### src/rtl/switch_pkg.sv
// Shared defaults, config address map and dispatch FSM states for the switch core.
// Latency: n/a (constants and types only).
// Backpressure: n/a.
package switch_pkg;

  localparam int DEF_NUM_PORTS  = 4;
  localparam int DEF_DATA_W     = 8;
  localparam int DEF_FIFO_DEPTH = 4;

  localparam logic [7:0] ADDR_MATCH_BASE = 8'h00;
  localparam logic [7:0] ADDR_MASK       = 8'h10;
  localparam logic [7:0] ADDR_DROP_CNT   = 8'h20;

  typedef enum logic {
    ST_IDLE     = 1'b0,
    ST_DISPATCH = 1'b1
  } sw_state_t;

  // Config address of the match register for output port idx.
  function automatic logic [7:0] match_addr(input int idx);
    return ADDR_MATCH_BASE + 8'(idx);
  endfunction

endpackage

### src/rtl/switch_port_fifo.sv
// Per-port first-word-fall-through FIFO holding switched words.
// Latency: a pushed word is visible at head_dat/not_empty right after the push edge.
// Backpressure: full is raised from the pre-edge count; pushes while full are ignored.
module switch_port_fifo #(
  parameter int DATA_W = 8,
  parameter int DEPTH  = 4
) (
  input  logic              clk,
  input  logic              rst_n,
  input  logic              push,
  input  logic [DATA_W-1:0] push_dat,
  input  logic              pop,
  output logic [DATA_W-1:0] head_dat,
  output logic              not_empty,
  output logic              full
);

  localparam int AW = $clog2(DEPTH);

  logic [DATA_W-1:0] mem [DEPTH];
  logic [AW-1:0]     wr_ptr;
  logic [AW-1:0]     rd_ptr;
  logic [AW:0]       count;
  logic              do_push;
  logic              do_pop;

  assign not_empty = (count != '0);
  assign full      = (count == (AW+1)'(DEPTH));
  assign do_push   = push && !full;
  assign do_pop    = pop && not_empty;
  assign head_dat  = mem[rd_ptr];

  // Storage write; contents need no reset because count gates visibility.
  always_ff @(posedge clk) begin
    if (do_push) begin
      mem[wr_ptr] <= push_dat;
    end
  end

  // Pointers wrap naturally since DEPTH is a power of two; count tracks occupancy.
  always_ff @(posedge clk) begin
    if (!rst_n) begin
      wr_ptr <= '0;
      rd_ptr <= '0;
      count  <= '0;
    end else begin
      if (do_push) wr_ptr <= wr_ptr + 1'b1;
      if (do_pop)  rd_ptr <= rd_ptr + 1'b1;
      case ({do_push, do_pop})
        2'b10:   count <= count + 1'b1;
        2'b01:   count <= count - 1'b1;
        default: count <= count;
      endcase
    end
  end

endmodule

### src/rtl/switch_core_param.sv
// Single-input multicast switch: match-table routing of whole words into per-port FIFOs; optional drop counter under SWITCH_DROP_CNT_EN.
// Latency: accept edge k, word at port_out/port_ready after edge k+1; one word per two cycles peak.
// Backpressure: read_out low outside IDLE; a held word waits until every matched FIFO has room (atomic multicast).
module switch_core_param
  import switch_pkg::*;
#(
  parameter int NUM_PORTS  = DEF_NUM_PORTS,
  parameter int DATA_W     = DEF_DATA_W,
  parameter int FIFO_DEPTH = DEF_FIFO_DEPTH
) (
  input  logic                              clk,
  input  logic                              rst_n,
  input  logic                              sw_enable_in,
  input  logic [DATA_W-1:0]                 data_in,
  output logic                              read_out,
  output logic [NUM_PORTS-1:0][DATA_W-1:0]  port_out,
  output logic [NUM_PORTS-1:0]              port_ready,
  input  logic [NUM_PORTS-1:0]              port_read,
  input  logic                              mem_sel_en,
  input  logic                              mem_wr_rd_s,
  input  logic [7:0]                        mem_addr,
  input  logic [DATA_W-1:0]                 mem_wr_data,
  output logic [DATA_W-1:0]                 mem_rd_data,
  output logic                              mem_ack
);

  // Config state
  logic [DATA_W-1:0] match_q [NUM_PORTS];
  logic [DATA_W-1:0] mask_q;
  logic [DATA_W-1:0] rd_mux;
  logic              cfg_wr;
  logic              cfg_rd;

  // Dispatch state
  sw_state_t              state_q;
  sw_state_t              state_d;
  logic                   accept;
  logic [NUM_PORTS-1:0]   match_vec;
  logic [NUM_PORTS-1:0]   hold_vec;
  logic [DATA_W-1:0]      hold_dat;
  logic [NUM_PORTS-1:0]   push_vec;
  logic                   room_ok;

  // FIFO side
  logic [NUM_PORTS-1:0]              fifo_ne;
  logic [NUM_PORTS-1:0]              fifo_full;
  logic [NUM_PORTS-1:0][DATA_W-1:0]  fifo_head;

`ifdef SWITCH_DROP_CNT_EN
  logic              drop_evt;
  logic [DATA_W-1:0] drop_cnt_q;
`endif

  assign cfg_wr = mem_sel_en && mem_wr_rd_s;
  assign cfg_rd = mem_sel_en && !mem_wr_rd_s;

  // Config register writes; unmapped addresses fall through untouched.
  always_ff @(posedge clk) begin
    if (!rst_n) begin
      for (int i = 0; i < NUM_PORTS; i++) match_q[i] <= '0;
      mask_q <= '0;
    end else if (cfg_wr) begin
      for (int i = 0; i < NUM_PORTS; i++) begin
        if (mem_addr == match_addr(i)) match_q[i] <= mem_wr_data;
      end
      if (mem_addr == ADDR_MASK) mask_q <= mem_wr_data;
    end
  end

  // Read-data mux; anything unmapped reads as zero.
  always_comb begin
    rd_mux = '0;
    for (int i = 0; i < NUM_PORTS; i++) begin
      if (mem_addr == match_addr(i)) rd_mux = match_q[i];
    end
    if (mem_addr == ADDR_MASK) rd_mux = mask_q;
`ifdef SWITCH_DROP_CNT_EN
    if (mem_addr == ADDR_DROP_CNT) rd_mux = drop_cnt_q;
`endif
  end

  // One-cycle ack per strobed access; read data is held until the next read.
  always_ff @(posedge clk) begin
    if (!rst_n) begin
      mem_ack     <= 1'b0;
      mem_rd_data <= '0;
    end else begin
      mem_ack <= mem_sel_en;
      if (cfg_rd) mem_rd_data <= rd_mux;
    end
  end

`ifdef SWITCH_DROP_CNT_EN
  // Saturating count of words dropped for lack of any matching port; any write clears it.
  always_ff @(posedge clk) begin
    if (!rst_n) begin
      drop_cnt_q <= '0;
    end else if (cfg_wr && (mem_addr == ADDR_DROP_CNT)) begin
      drop_cnt_q <= '0;
    end else if (drop_evt && (drop_cnt_q != '1)) begin
      drop_cnt_q <= drop_cnt_q + 1'b1;
    end
  end
`endif

  // Match vector from the live config; ports beyond the mask width are never enabled.
  for (genvar g = 0; g < NUM_PORTS; g++) begin : g_match
    if (g < DATA_W) begin : g_en
      assign match_vec[g] = mask_q[g] && (match_q[g] == data_in);
    end else begin : g_off
      assign match_vec[g] = 1'b0;
    end
  end

  assign accept  = sw_enable_in && read_out;
  assign room_ok = ((hold_vec & fifo_full) == '0);

  // FSM state register.
  always_ff @(posedge clk) begin
    if (!rst_n) state_q <= ST_IDLE;
    else        state_q <= state_d;
  end

  // FSM next state: leave DISPATCH on drop or on a complete multicast push.
  always_comb begin
    state_d = state_q;
    case (state_q)
      ST_IDLE:     if (accept) state_d = ST_DISPATCH;
      ST_DISPATCH: if (room_ok) state_d = ST_IDLE;
      default:     state_d = ST_IDLE;
    endcase
  end

  // FSM outputs: accept only in IDLE, push all matched ports together or none.
  always_comb begin
    read_out = rst_n && (state_q == ST_IDLE);
    push_vec = '0;
    if (rst_n && (state_q == ST_DISPATCH) && room_ok) push_vec = hold_vec;
`ifdef SWITCH_DROP_CNT_EN
    drop_evt = rst_n && (state_q == ST_DISPATCH) && (hold_vec == '0);
`endif
  end

  // Held word and its routing, frozen at acceptance so later config writes cannot retarget it.
  always_ff @(posedge clk) begin
    if (!rst_n) begin
      hold_dat <= '0;
      hold_vec <= '0;
    end else if (accept) begin
      hold_dat <= data_in;
      hold_vec <= match_vec;
    end
  end

  for (genvar g = 0; g < NUM_PORTS; g++) begin : g_port
    switch_port_fifo #(
      .DATA_W (DATA_W),
      .DEPTH  (FIFO_DEPTH)
    ) u_fifo (
      .clk       (clk),
      .rst_n     (rst_n),
      .push      (push_vec[g]),
      .push_dat  (hold_dat),
      .pop       (port_read[g]),
      .head_dat  (fifo_head[g]),
      .not_empty (fifo_ne[g]),
      .full      (fifo_full[g])
    );

    assign port_ready[g] = fifo_ne[g] && rst_n;
    assign port_out[g]   = port_ready[g] ? fifo_head[g] : '0;
  end

endmodule

### config.mk
export PLATFORM = sky130hd
export DESIGN_NAME = switch_core_param
export DESIGN_NICKNAME = d
export VERILOG_FILES = /design/src/rtl/switch_pkg.sv /design/src/rtl/switch_port_fifo.sv /design/src/rtl/switch_core_param.sv
export SDC_FILE = /design/constraint.sdc
export NUM_CORES = 1
export LEC_CHECK = 0
export ABC_AREA = 0
export CAP_MARGIN = 20
export CORE_ASPECT_RATIO = 0.5
export CORE_UTILIZATION = 35
export DETAILED_ROUTE_END_ITERATION = 12
export GPL_TIMING_DRIVEN = 0
export PLACE_DENSITY_LB_ADDON = 0.1
export SYNTH_ARGS = -nofsm -noshare
export SYNTH_HDL_FRONTEND = slang
export SYNTH_HIERARCHICAL = 1
export SYNTH_SLANG_ARGS = --single-unit
### constraint.sdc
create_clock -name clk -period 2.95 [get_ports clk]
set_clock_uncertainty 0.1 [all_clocks]
set_input_delay 0.885 -clock clk [delete_from_list [all_inputs] [get_ports clk]]
set_output_delay 0.885 -clock clk [all_outputs]
set_load 0.01 [all_outputs]
==> results by group <==
Layout
  – Reg area: 6150 um2
  – Multi-input logic area: 3630 um2
  – Share of cells above drive strength 1: 0.279
  – Finished Cell Area: 12200 um2
  – ANT cells: 0
  – Synthesis-to-finish area growth: 23.5%
  – Nets: 868
  – Fill cells: 2471
  – Post-Layout Cell Count: 1202

Power
  – Clk network pwr share: 0.447
  – Pleak: 4.19 nW
  – Internal: 0.00534 W
  – P per Cell Area: 558 nW/um2
  – Combinational share of power: 0.036
  – Seq pwr share: 0.517
  – Sw Pwr: 0.00145 W
  – Worst vdd ir: 0.444 mV
  – Sw frac: 0.214

Critical path
  – R2R Setup Slk: 0.05 ns
  – CP arrival: 1.96 ns
  – Startpoint Class: flop
  – Worst R2R Start: g_port[1].u_fifo/count[1]$_SDFFE_PN0P_
  – Critical Path RT: 1.97 ns
  – Critical path class: reg -> out
  – R2R Path End: g_port[3].u_fifo/count[2]$_SDFFE_PN0P_
  – Max FO, Critical Path: 7
  – Worst reg2reg path depth: 14
  – Critical Path End Type: primary output

Floorplan
  – Die area: 28900 um2
  – Die width: 239 um
  – Row count: 42
  – Die Height: 121 um
  – Effective utilization at floorplan: 0.365
  – Core footprint: 27000 um2
  – I/O pin cnt: 79

Run
  – Max Cap Viol: 0

Routing
  – # DRC: 0
  – Wire per inst: 19.0 um
  – Initial DRC Count: 355
  – Antenna viol nets, final: 0
  – First-pass detailed-route iteration total: 4
  – Final WL: 22800 um
  – Vias/cell: 4.81
  – DR vias: 5776

Clock tree
  – Worst skew pair latency: 0.52 ns
  – Clock Sinks: 226
  – Clk buf depth: 3
  – H-tree Lvls: 1
  – Root Buffer: clkbuf_16
  – CTS clk-pin slew, worst paths: 0.06 ns
  – CTS tree: built
  – Number of buffers created by CTS: 23
  – Post-CTS Hold Buffers: 0

Global route
  – Initial antenna violation count: 1
  – GRT Total Usage: 0.164
  – M1 GR Usage: 0.224
  – Largest net degree at the start of global routing: 18
  – GRT busiest layer: met2
  – Met3 Use GR: 0.0285
  – First-pass GRT wire length: 35100 um
  – Vias in the first global route: 5929
  – Total gr overflow: 0
  – M2 GR Usage: 0.274

Min path
  – Hold depth: 2
  – Hold Path Class: reg -> reg
  – Hold_sp: g_port[0].u_fifo/wr_ptr[0]$_SDFFE_PN0P_
  – Worst Hold Path EP: g_port[0].u_fifo/wr_ptr[0]$_SDFFE_PN0P_

Run status
  – Outcome: finished, final reports clean

Synth
  – Synth Warn #: 6
  – Top cells by area, synth: edfxtp_1 (49%), dfxtp_1 (13%), mux4_2 (9.1%)
  – Avg Cell Area, Syn: 14.2 um2
  – Mapped Cells: 694
  – Cell variety after synth: 40
  – Syn Nets: 751
  – Synth Register Bits: 226
  – Yosys top cell area share: 0.488
  – Main synth FF type: edfxtp_1
  – Post-synth top area cell: edfxtp_1
  – Async SR Flop Fraction: 0
  – Mapped Area: 9850 um2
  – Post-synth EDFFs: 160
  – Sequential share of the synthesized area: 0.622

STA
  – TNS Setup: 0 ns
  – Tcrit/Tclk final: 0.997
  – Number of setup violations in the final report: 0
  – RSZ-0062 raised after global routing: true
  – Max-slew violation count: 0
  – Highest clock rate: 0.340 GHz
  – Worst slew pin tran: 0.768 ns
  – Rel. slew slack: 0.488
  – Tmin final: 2.94 ns
  – Hold Vio Cnt, Final: 0

Place
  – Port-buffer cells: 69
  – Global placer's final weighted congestion: 0.753
  – Inst Count DP: 1137
  – Detailed placement HPWL: 15400 um
  – Area of placed instances: 11000 um2
## cells by family (layout without fill, tap and decap cells)
family | count (synthesis) | count (layout) | synth area share
XOR/XNOR | 48 | 48 | 0.0427
multiplexers | 56 | 56 | 0.108
AO/OA/AOI/OAI | 59 | 59 | 0.0419
flip-flops | 226 | 226 | 0.622
buffers and inverters | 64 | 198 | 0.0281
adder cells (fa/ha/maj) | 24 | 24 | 0.0335
AND/OR/NAND/NOR | 217 | 217 | 0.124
## synthesized netlist by cell type, types with 5 or more instances
cell type and number:
mux2i_1 16, a32oi_1 8, edfxtp_1 160, nor2b_1 22
mux4_2 40, inv_1 24, ha_1 20, and2_2 16
o21ai_0 28, xnor2_1 16, and3_1 34, clkbuf_1 27
nand2_1 52, dfxtp_1 66, nand3_1 5, and2_1 30
xor2_1 32, nor4_1 5, nor2_1 27, a21oi_1 8
buf_2 5
## through the flow
stage	setup slack, ns	hold slack, ns	utilization	total power (W)
2_1_floorplan	0.0101	0.358	-	0.00368
3_3_place_gp	-0.795	0.385	0.408	0.00382
3_5_place_dp	-0.802	0.385	0.408	0.00382
4_1_cts	-0.0248	0.403	0.448	0.00688
5_1_grt	-0.102	0.425	0.450	0.00703
6_report	0.00977	0.399	0.450	0.00679
## worst max-delay path by stage
| stage | startpoint | end | slack (ns) | cells after the start |
|---|---|---|---|---|
| after floorplan | rst_n | g_port[1].u_fifo/count[2]$_SDFFE_PN0P_ | 0.01 | 12 |
| after global placement | rst_n | port_ready[3] | -0.80 | 5 |
| after detailed placement | rst_n | port_ready[2] | -0.80 | 5 |
| after CTS | flop | port_out[27] | -0.02 | 6 |
| after global routing | g_port[0].u_fifo/count[2]$_SDFFE_PN0P_ | g_port[3].u_fifo/count[2]$_SDFFE_PN0P_ | -0.10 | 13 |
| final | flop | port_out[5] | 0.01 | 6 |
## power groups by stage
stage	Combinational, W	Sequential [W]	Clock (W)
after global routing	0.000270	0.00351	0.00324
after CTS	0.000248	0.00351	0.00312
after floorplan	0.000130	0.00355	0
after detailed placement	0.000240	0.00358	0
after global placement	0.000239	0.00358	0
final	0.000246	0.00351	0.00303
## layer usage
layer | vias up | wire [um]
met5 | - | 0
met4 | 0 | 364
met3 | 25 | 857
met2 | 91 | 10900
met1 | 2883 | 10700
li1 | 2777 | -
## final cells by class
| type | instances | share of cell area |
|---|---|---|
| inverters | 24 | 0.00741 |
| multi-input cells | 404 | 0.299 |
| well taps | 374 | 0.0385 |
| clock buffers | 25 | 0.0479 |
| plain buffers | 32 | 0.0166 |
| repair buffers | 100 | 0.0694 |
| clock inverters | 17 | 0.0157 |
| flip-flops and latches | 226 | 0.506 |
## placed cells by master (no fill, tap or decap), types with 8 or more instances in the layout
cell and n:
and2_1 29, and2_2 16, a21oi_1 8, xnor2_1 16, dfxtp_2 10, nor2b_1 19, clkdlybuf4s50_1 34, nor2_1 26
inv_1 22, buf_2 24, dfxtp_1 52, buf_4 24, ha_1 16, clkbuf_1 21, xor2_1 31, and3_1 19
mux2i_1 16, clkinv_2 8, a32oi_1 8, o21ai_0 27, edfxtp_1 160, and3_4 15, mux4_2 40, clkbuf_16 24
buf_6 12, nand2_1 49
## critical path: stages, from the launching register on
cell and delay (ns):
dfxtp_2 0.32, buf_6 0.14, buf_6 0.11, buf_6 0.08
mux4_2 0.48, and3_4 0.20, buf_6 0.11
## state kept, by name, summed over array words and instances (netlist names), named ones only
register and flops:
g_port.u_fifo/mem 128, match_q 32, g_port.u_fifo/count 12, g_port.u_fifo/rd_ptr 8, g_port.u_fifo/wr_ptr 8, hold_dat 8, mask_q 8, mem_rd_data 8
hold_vec 4, mem_ack 1, state_q 1
## repair_timing
item                       in CTS  in global routing
setup endpoints to repair      69                 49
pin swaps                      15                 13
gates resized for setup       186                 27
buffers inserted               26                  6
Power figures use the tool's default switching activity.
